--- src/rtl/load_issue_scheduler.sv ---
// Round-robin load issue onto one memory port; attributes tracked in an external in-order FIFO, responses routed back with 0-cycle latency.
// Issue stalls on ~mem_req_ready, flush, DRAIN, or a full FIFO without a same-cycle pop. Define LOAD_SCHED_STATS_EN for stat counters.
module load_issue_scheduler #(
    parameter int  NUM_REQ = 2,
    parameter int  ATTR_W  = 8,
    localparam int ID_W    = (NUM_REQ > 2) ? $clog2(NUM_REQ) : 1
) (
    input  logic                     clk,
    input  logic                     rst,
    input  logic [NUM_REQ-1:0]       req,
    input  logic [NUM_REQ*ATTR_W-1:0] req_attr,
    output logic [NUM_REQ-1:0]       gnt,
    output logic                     mem_req_valid,
    input  logic                     mem_req_ready,
    output logic [ID_W-1:0]          mem_req_id,
    input  logic                     mem_rsp_valid,
    output logic                     fifo_push,
    output logic                     fifo_potential_push,
    output logic [ID_W+ATTR_W-1:0]   fifo_data_in,
    output logic                     fifo_pop,
    input  logic                     fifo_valid,
    input  logic                     fifo_full,
    input  logic [ID_W+ATTR_W-1:0]   fifo_data_out,
    output logic [NUM_REQ-1:0]       rsp_valid,
    output logic [ATTR_W-1:0]        rsp_attr,
    input  logic                     flush,
    output logic                     drained
`ifdef LOAD_SCHED_STATS_EN
    ,
    output logic [31:0]              stat_issued,
    output logic [31:0]              stat_full_stall,
    output logic [31:0]              stat_discarded
`endif
);

    typedef enum logic {ST_RUN = 1'b0, ST_DRAIN = 1'b1} state_t;

    state_t            r_state;
    logic [ID_W-1:0]   r_rr_ptr;

    logic              w_run;
    logic              w_found;
    logic              w_issue_ok;
    logic              w_grant;
    logic [ID_W:0]     w_scan;
    logic [ID_W-1:0]   w_idx;
    logic [ID_W-1:0]   w_winner;
    logic [ID_W-1:0]   w_next_ptr;
    logic [ID_W-1:0]   w_rsp_id;
    logic [ATTR_W-1:0] w_attr_arr [NUM_REQ];

    for (genvar gi = 0; gi < NUM_REQ; gi++) begin : g_attr
        assign w_attr_arr[gi] = req_attr[gi*ATTR_W +: ATTR_W];
    end

    // Scan from the round-robin pointer upward, wrapping, first requester wins.
    always_comb begin
        w_found  = 1'b0;
        w_winner = '0;
        w_scan   = '0;
        w_idx    = '0;
        for (int k = 0; k < NUM_REQ; k++) begin
            w_scan = {1'b0, r_rr_ptr} + (ID_W+1)'(k);
            if (w_scan >= (ID_W+1)'(NUM_REQ)) begin
                w_scan = w_scan - (ID_W+1)'(NUM_REQ);
            end
            w_idx = w_scan[ID_W-1:0];
            if (!w_found && req[w_idx]) begin
                w_found  = 1'b1;
                w_winner = w_idx;
            end
        end
    end

    assign w_run      = (r_state == ST_RUN);
    assign fifo_pop   = mem_rsp_valid & fifo_valid;
    // A same-cycle pop frees the slot a push needs when the FIFO is full.
    assign w_issue_ok = w_run & ~flush & mem_req_ready & (~fifo_full | fifo_pop);
    assign w_grant    = w_issue_ok & w_found;

    assign gnt                 = w_grant ? (NUM_REQ'(1) << w_winner) : '0;
    assign mem_req_valid       = w_grant;
    assign fifo_push           = w_grant;
    assign mem_req_id          = w_winner;
    assign fifo_data_in        = {w_winner, w_attr_arr[w_winner]};
    assign fifo_potential_push = (|req) & w_run;

    assign w_rsp_id  = fifo_data_out[ID_W+ATTR_W-1:ATTR_W];
    assign rsp_attr  = fifo_data_out[ATTR_W-1:0];
    assign rsp_valid = (w_run & fifo_pop) ? (NUM_REQ'(1) << w_rsp_id) : '0;
    assign drained   = w_run & ~fifo_valid;

    assign w_next_ptr = (w_winner == ID_W'(NUM_REQ-1)) ? '0 : w_winner + ID_W'(1);

    always_ff @(posedge clk) begin
        if (rst) begin
            r_state  <= ST_RUN;
            r_rr_ptr <= '0;
        end else begin
            if (w_grant) begin
                r_rr_ptr <= w_next_ptr;
            end
            case (r_state)
                ST_RUN:   if (flush && fifo_valid) r_state <= ST_DRAIN;
                ST_DRAIN: if (!fifo_valid)         r_state <= ST_RUN;
                default:                           r_state <= ST_RUN;
            endcase
        end
    end

`ifdef LOAD_SCHED_STATS_EN
    logic [31:0] r_stat_issued;
    logic [31:0] r_stat_full_stall;
    logic [31:0] r_stat_discarded;
    logic        w_full_stall;

    assign w_full_stall = (|req) & w_run & ~flush & mem_req_ready & fifo_full & ~fifo_pop;

    always_ff @(posedge clk) begin
        if (rst) begin
            r_stat_issued     <= '0;
            r_stat_full_stall <= '0;
            r_stat_discarded  <= '0;
        end else begin
            if (w_grant && r_stat_issued != '1)          r_stat_issued     <= r_stat_issued + 32'd1;
            if (w_full_stall && r_stat_full_stall != '1) r_stat_full_stall <= r_stat_full_stall + 32'd1;
            if (!w_run && fifo_pop && r_stat_discarded != '1) r_stat_discarded <= r_stat_discarded + 32'd1;
        end
    end

    assign stat_issued     = r_stat_issued;
    assign stat_full_stall = r_stat_full_stall;
    assign stat_discarded  = r_stat_discarded;
`endif

    a_rsp_has_load: assert property (@(posedge clk) disable iff (rst) mem_rsp_valid |-> fifo_valid);
    a_gnt_onehot:   assert property (@(posedge clk) $onehot0(gnt));
    a_rsp_onehot:   assert property (@(posedge clk) $onehot0(rsp_valid));

endmodule

--- config.mk ---
export PLATFORM = sky130hd
export DESIGN_NAME = load_issue_scheduler
export DESIGN_NICKNAME = d
export VERILOG_FILES = /design/src/rtl/load_issue_scheduler.sv
export SDC_FILE = /design/constraint.sdc
export NUM_CORES = 1
export LEC_CHECK = 0
export ABC_AREA = 1
export CAP_MARGIN = 0
export CORE_MARGIN = 4
export CORE_UTILIZATION = 19
export DETAILED_ROUTE_END_ITERATION = 10
export HOLD_SLACK_MARGIN = 0.1
export PLACE_DENSITY_LB_ADDON = 0.15
export SYNTH_ARGS = -nofsm -noshare
export SYNTH_HDL_FRONTEND = slang
export SYNTH_SLANG_ARGS = --single-unit
--- constraint.sdc ---
create_clock -name clk -period 0.85 [get_ports clk]
set_input_delay 0.17 -clock clk [delete_from_list [all_inputs] [get_ports clk]]
set_output_delay 0.17 -clock clk [all_outputs]
set_load 0.02 [all_outputs]
==> results of run 1 <==
-- cell type report --
type                       count  share of cell area
multi-input combinational     47               0.305
tap                           25              0.0280
inverter                      11              0.0414
sequential                     2              0.0403
clock buffer                   3              0.0201
timing repair buffer          62               0.565
-- power by group --
group          internal, mW  switching (mW)  leakage (nW)
logic                 0.337           0.276         0.535
clock network         0.155          0.0466        0.0138
registers            0.0988         0.00667        0.0175
total                 0.591           0.329         0.566
-- state kept, by name (all words and copies together), names as in the netlist --
register	flops
r_state	1
r_rr_ptr	1
-- routing by layer --
metal,vias up,routed length (um),global-route usage
met4,0,2,0.0349
met5,-,0,0
met1,251,569,0.136
met2,31,901,0.201
li1,303,-,-
met3,2,183,0.0401
-- cells by family (layout without fill, tap and decap cells) --
family,Yosys count,after routing,synth area share
AOI/OAI and AO/OA,1,1,0.0139
DFF,2,2,0.111
buffers and inverters,22,76,0.344
and+or+nand+nor,46,46,0.531
-- worst reg2reg max path: cells and delay by family, from the launching register on --
family | cells | cell delay (ns)
buffers and inverters | 4 | 0.47
DFF | 1 | 0.37
and+or+nand+nor | 5 | 0.29
-- Yosys cell counts, drive strengths merged --
master | number | area share
a21oi | 1 | 0.014
buf | 11 | 0.23
dfxtp | 2 | 0.11
inv | 11 | 0.11
nand2 | 33 | 0.36
nand3 | 1 | 0.014
nor2 | 12 | 0.16
-- per-stage QoR --
step,cells,total power [mW]
finish,150,0.921
global route,150,0.989
CTS,147,0.896
detailed placement,140,0.608
global placement,140,0.607
floorplan,71,0.391
-- what timing repair did --
action                                  CTS  global route
cloned                                    1             0
pin swaps                                 9             9
buffers inserted                          3             5
resized for setup                       149            15
endpoints found under the setup margin   20            21
-- worst min path at each step --
stage / end / cells after the start / slack [ns]
CTS: r_state / 4 / 0.29
finish: rsp_attr[4] / 0 / 0.34
floorplan: r_state / 2 / 0.28
global placement: rsp_attr[2] / 0 / 0.34
global route: rsp_attr[4] / 0 / 0.34
detailed placement: rsp_attr[2] / 0 / 0.34
==> impl_table.tex, run 1 <==
\begin{tabular}{lr}
\hline
Metric & Value \\
\hline
\multicolumn{2}{l}{\textbf{Place}} \\
\quad Quantity of I/O buffers inserted on ports & 44 \\
\quad Placed wire-length estimate & approximately 1.1 mm \\
\quad Global placer's final weighted congestion & about 0.66 \\
\quad Placed standard-cell area & slightly above 900 sq um \\
\quad Post-placement worst setup slack & -1.16 ns \\
\multicolumn{2}{l}{\textbf{Yosys}} \\
\quad Register bit total from synthesis & 2 \\
\quad Share of the yosys chip area belonging to registers & 0.111 \\
\quad Synthesized instance count & between 70 and 80 \\
\quad Count of warnings emitted by yosys & 0 \\
\quad Number of distinct library cell variants in the gate-level netlist after synthesis & 11 \\
\quad Post-synthesis area per instance & between 5 and 6 sq um \\
\quad Post-Synthesis Net Count & 105 \\
\quad Combined area of all synthesized cells & roughly 360 sq um \\
\multicolumn{2}{l}{\textbf{Critical path}} \\
\quad CP arrival & between 1 and 1.5 ns \\
\quad Critical path depth in cells & 6 \\
\quad Startpoint of the most critical register-to-register path & r\_state \\
\quad Largest stage delay on the critical path & $\sim$0.34 ns \\
\quad Delay-heaviest family, CP & buffers and inverters \\
\quad Worst Reg-to-Reg Cells & 9 \\
\quad Kind of critical path & register to primary output \\
\quad Cell type of the slowest stage on the worst timing path & sky130\_fd\_sc\_hd\_\_dfxtp\_2 \\
\quad Maximum fanout encountered on the critical timing path & 6 \\
\quad Minimum setup slack among reg-to-reg paths & -0.39 ns \\
\quad Data required time at the worst endpoint & 0.68 ns \\
\quad Worst flop-to-flop path endpoint & r\_rr\_ptr \\
\quad CP endpoint kind & primary output \\
\quad First element of the critical path & r\_rr\_ptr \\
\quad Cell-by-cell trace of the critical path & nor2\_4 -> nor2\_4 -> buf\_6 -> buf\_6 -> nor2\_4 -> buf\_6 \\
\quad Number of buffers and inverters on the critical path & 3 \\
\quad Crit start category & register \\
\quad End point of the critical path & gnt[0] \\
\multicolumn{2}{l}{\textbf{Final layout}} \\
\quad Multi-input logic area & between 300 and 400 sq um \\
\quad Most frequent cells in the layout & 28 x sky130\_fd\_sc\_hd\_\_buf\_6, 19 x sky130\_fd\_sc\_hd\_\_clkdlybuf4s50\_1, 14 x sky130\_fd\_sc\_hd\_\_nand2\_2 \\
\quad Antenna diode instance count & 0 \\
\quad Number of fill cells & $\sim$150 \\
\quad Leading cell type in the layout, fill and taps excluded & sky130\_fd\_sc\_hd\_\_buf\_6 \\
\quad Nets@finish & around 160 \\
\quad Share of final-layout standard cells stronger than drive strength 1 & 0.656 \\
\quad Final core utilization & 0.634 \\
\quad Sequential cell area & around 45 sq um \\
\quad Synth-to-Final Area Change & 210\% \\
\quad Cell area after layout & roughly 1100 sq um \\
\multicolumn{2}{l}{\textbf{Run status}} \\
\quad Violations in the final reports & negative setup slack \\
\quad Status & complete, but fails checks \\
\multicolumn{2}{l}{\textbf{Timing}} \\
\quad Number of max-slew violations in the final report & 0 \\
\quad Worst Tran Pin Value & 0.181 ns \\
\quad Final hold vios & 0 \\
\quad Period Utilization, post-route & 1.57 \\
\quad Post-layout min period & around 1.3 ns \\
\quad Total Negative Setup Slacks & -7.77 ns \\
\quad Max Freq & approximately 750 MHz \\
\quad Normalized max-slew margin & 0.879 \\
\quad Unrepaired setup endpoints after global routing & yes \\
\quad Fin Hold WS & approximately 0.34 ns \\
\quad Final worst-path setup slack & -0.484 ns \\
\quad Setup Viol. Count Final & 20 \\
\quad Worst Skew & between 0.00008 and 0.00009 ns \\
\multicolumn{2}{l}{\textbf{Die}} \\
\quad Width of the die & a little over 50 um \\
\quad Floorplan die area & between 2000 and 3000 sq um \\
\quad Starting utilization of the core area & 0.204 \\
\quad Floorplan row count & 15 \\
\quad Placeable core area & 1760 sq um \\
\quad I/O pin cnt & between 60 and 70 \\
\quad Height of the die & approximately 52 um \\
\multicolumn{2}{l}{\textbf{Routing}} \\
\quad Routed len/inst & approximately 11 um \\
\quad Initial detailed-routing violation count & 0 \\
\quad Via count of the routed design & 587 \\
\quad Overall routed net length & approximately 1.7 mm \\
\quad Remaining design rule violation count & 0 \\
\quad Via count normalized by instance count & 3.91 \\
\quad Antenna violation net count after detailed routing & 0 \\
\quad Iteration count of the initial detailed-routing pass & 1 \\
\multicolumn{2}{l}{\textbf{Power}} \\
\quad Cell area power density & approximately 820 nW/um\^{}2 \\
\quad Leakage power figure & $\sim$0.57 nW \\
\quad Max VDD drop & roughly 680 uV \\
\multicolumn{2}{l}{\textbf{Clocking}} \\
\quad CTS clk-pin slew, worst paths & about 0.03 ns \\
\quad Hold-fix buffer count after cts & 0 \\
\quad Clock tree buffer depth & 2 \\
\quad Worst skew pair latency & between 0.2 and 0.25 ns \\
\quad Clock root buffer master & sky130\_fd\_sc\_hd\_\_clkbuf\_4 \\
\quad Total number of H-tree levels & 1 \\
\quad TritonCTS clock tree & done \\
\quad CTS buffer count & 3 \\
\quad Clock Sink Count & 2 \\
\multicolumn{2}{l}{\textbf{Min path}} \\
\quad Beginning of the worst hold path & fifo\_data\_out[4] \\
\quad Path class of the lowest-slack min-delay path & primary input to primary output \\
\multicolumn{2}{l}{\textbf{Global routing}} \\
\quad Pin count of the biggest net entering global routing & 9 \\
\quad Wire length of the first global-routing pass & 2.42 mm \\
\quad Via count of the first global-routing pass & between 500 and 600 \\
\quad Gr usage total & 0.117 \\
\quad Overflow after GRT & 0 \\
\quad Number of antenna violations at the first check in global routing & 0 \\
\multicolumn{2}{l}{\textbf{Job}} \\
\quad Max-cap viol count & 0 \\
\hline
\end{tabular}
Note: power is estimated with default switching activity, not from simulation.
==> run 2: changes to the inputs <==
--- a/config.mk
+++ b/config.mk
@@ -7,7 +7,7 @@
 export LEC_CHECK = 0
 export ABC_AREA = 1
 export CAP_MARGIN = 0
-export CORE_MARGIN = 4
+export CORE_MARGIN = 2
 export CORE_UTILIZATION = 19
 export DETAILED_ROUTE_END_ITERATION = 10
 export HOLD_SLACK_MARGIN = 0.1
==> impl_table.tex, run 2 (synthesis results as in run 1) <==
\begin{tabular}{lr}
\hline
Metric & Value \\
\hline
\multicolumn{2}{l}{\textbf{Run status}} \\
\quad Status & complete, but fails checks \\
\quad Violations in the final reports & negative setup slack \\
\multicolumn{2}{l}{\textbf{Routing}} \\
\quad Via count of the routed design & 601 \\
\quad Iteration count of the initial detailed-routing pass & 3 \\
\quad Met3 WL & about 170 um \\
\quad Highest metal layer with signal wires & met3 \\
\quad Via count normalized by instance count & between 4 and 5 \\
\quad Antenna violation net count after detailed routing & 0 \\
\quad Routed len/inst & 9.65 um \\
\quad Initial detailed-routing violation count & 2 \\
\quad Overall routed net length & $\sim$1.4 mm \\
\quad Remaining design rule violation count & 0 \\
\quad Routed wire length on met2 & between 700 and 800 um \\
\quad Routed metal-1 wire length & about 490 um \\
\multicolumn{2}{l}{\textbf{Critical path}} \\
\quad CP endpoint kind & primary output \\
\quad CP arrival & 1.18 ns \\
\quad Startpoint of the most critical register-to-register path & r\_rr\_ptr \\
\quad Data required time at the worst endpoint & $\sim$0.68 ns \\
\quad Kind of critical path & register to primary output \\
\quad Crit start category & register \\
\quad First element of the critical path & r\_rr\_ptr \\
\quad Worst Reg-to-Reg Cells & 7 \\
\quad Maximum fanout encountered on the critical timing path & 5 \\
\multicolumn{2}{l}{\textbf{Final layout}} \\
\quad Number of fill cells & 150 \\
\quad Leading cell type in the layout, fill and taps excluded & sky130\_fd\_sc\_hd\_\_buf\_6 \\
\quad Antenna diode instance count & 0 \\
\quad Most frequent cells in the layout & 28 x sky130\_fd\_sc\_hd\_\_buf\_6, 20 x sky130\_fd\_sc\_hd\_\_clkdlybuf4s50\_1, 15 x sky130\_fd\_sc\_hd\_\_nand2\_2 \\
\quad Biggest registers after layout & r\_rr\_ptr (1), r\_state (1) \\
\quad Synth-to-Final Area Change & 214\% \\
\quad Cell area after layout & between 1000 and 1500 sq um \\
\quad Share of final-layout standard cells stronger than drive strength 1 & 0.694 \\
\quad Nets@finish & 160 \\
\multicolumn{2}{l}{\textbf{Clocking}} \\
\quad Clock Sink Count & 2 \\
\quad TritonCTS clock tree & done \\
\quad Clock root buffer master & sky130\_fd\_sc\_hd\_\_clkbuf\_4 \\
\quad CTS clk-pin slew, worst paths & roughly 0.030 ns \\
\quad Clock tree buffer depth & 2 \\
\quad Worst skew pair latency & 0.22 ns \\
\quad Hold-fix buffer count after cts & 0 \\
\quad Total number of H-tree levels & 1 \\
\quad CTS buffer count & 3 \\
\multicolumn{2}{l}{\textbf{Place}} \\
\quad Placed standard-cell area & about 900 sq um \\
\quad Placed wire-length estimate & around 960 um \\
\quad Post-placement worst setup slack & -1.19 ns \\
\quad Global placer's final weighted congestion & around 0.77 \\
\quad Quantity of I/O buffers inserted on ports & 44 \\
\multicolumn{2}{l}{\textbf{Die}} \\
\quad Height of the die & about 48 um \\
\quad Starting utilization of the core area & 0.204 \\
\quad Floorplan row count & 15 \\
\quad I/O pin cnt & 61 \\
\quad Placeable core area & roughly 1800 sq um \\
\quad Width of the die & about 48 um \\
\quad Floorplan die area & between 2000 and 2500 sq um \\
\multicolumn{2}{l}{\textbf{Min path}} \\
\quad Worst hold stages & 0 \\
\quad Path class of the lowest-slack min-delay path & primary input to primary output \\
\quad Beginning of the worst hold path & fifo\_data\_out[0] \\
\multicolumn{2}{l}{\textbf{Timing}} \\
\quad Post-layout min period & about 1.3 ns \\
\quad Setup Viol. Count Final & 19 \\
\quad Worst Skew & approximately 0.0044 ns \\
\quad Unrepaired setup endpoints after global routing & yes \\
\quad Max Freq & between 700 and 800 MHz \\
\quad Final hold vios & 0 \\
\quad Period Utilization, post-route & 1.58 \\
\quad Fin Hold WS & $\sim$0.34 ns \\
\quad Normalized max-slew margin & 0.875 \\
\quad Number of max-slew violations in the final report & 0 \\
\quad Worst Tran Pin Value & roughly 0.19 ns \\
\quad Final worst-path setup slack & -0.497 ns \\
\multicolumn{2}{l}{\textbf{Global routing}} \\
\quad Pin count of the biggest net entering global routing & 9 \\
\quad Wire length of the first global-routing pass & 1.93 mm \\
\quad Gr usage total & 0.119 \\
\quad Overflow after GRT & 0 \\
\quad Via count of the first global-routing pass & 501 \\
\quad Number of antenna violations at the first check in global routing & 0 \\
\multicolumn{2}{l}{\textbf{Power}} \\
\quad Max VDD drop & 889 uV \\
\quad Cell area power density & 823 nW/um\^{}2 \\
\quad Leakage power figure & about 0.55 nW \\
\multicolumn{2}{l}{\textbf{Job}} \\
\quad Max-cap viol count & 0 \\
\hline
\end{tabular}
-- run 2: where the power goes --
part | internal, mW | switching (mW)
Sequential | 0.0987 | 0.00735
Clock | 0.155 | 0.0477
Combinational | 0.341 | 0.281
-- run 2: cell type report --
cell class                 instances  area [sq um]  area share
tap                               25          31.3      0.0277
inverter                          11          48.8      0.0431
clock buffer                       3          22.5      0.0199
multi-input combinational         47           369       0.326
timing repair buffer              61           614       0.543
sequential                         2          45.0      0.0398
-- run 2: path summary, 6_finish.rpt --
| path | end | slack, ns |
|---|---|---|
| max | gnt[0] | -0.50 |
| min | rsp_attr[0] | 0.34 |
| max reg2reg | r_rr_ptr | -0.19 |
| min reg2reg | r_rr_ptr | 0.60 |
-- run 2: critical path: stages (launching register included) --
cell	delay (ns)
sky130_fd_sc_hd__dfxtp_2	0.34
sky130_fd_sc_hd__nor2_4	0.04
sky130_fd_sc_hd__nor2_4	0.16
sky130_fd_sc_hd__buf_6	0.16
sky130_fd_sc_hd__buf_6	0.10
sky130_fd_sc_hd__nor2_4	0.03
sky130_fd_sc_hd__buf_6	0.12
-- run 2: repair_timing --
item                                    CTS  global route
setup buffers                             5             3
pin swaps                                10             2
cloned                                    1             0
endpoints found under the setup margin   20            21
resized for setup                       151            17
-- run 2: metal layers --
metal	GRT usage	up-vias
met2	0.235	37
met3	0.0491	0
met5	0	-
met4	0.0541	0
li1	-	302
met1	0.102	262
-- run 2: metrics by stage --
step	setup TNS [ns]	power (mW)	util	cells
after CTS	-7.53	0.896	0.596	146
final	-7.49	0.931	0.641	149
after global routing	-8.65	0.997	0.641	149
after global placement	-20.12	0.596	0.501	137
after detailed placement	-20.37	0.599	0.501	137
after floorplan	-1.92	0.391	-	71
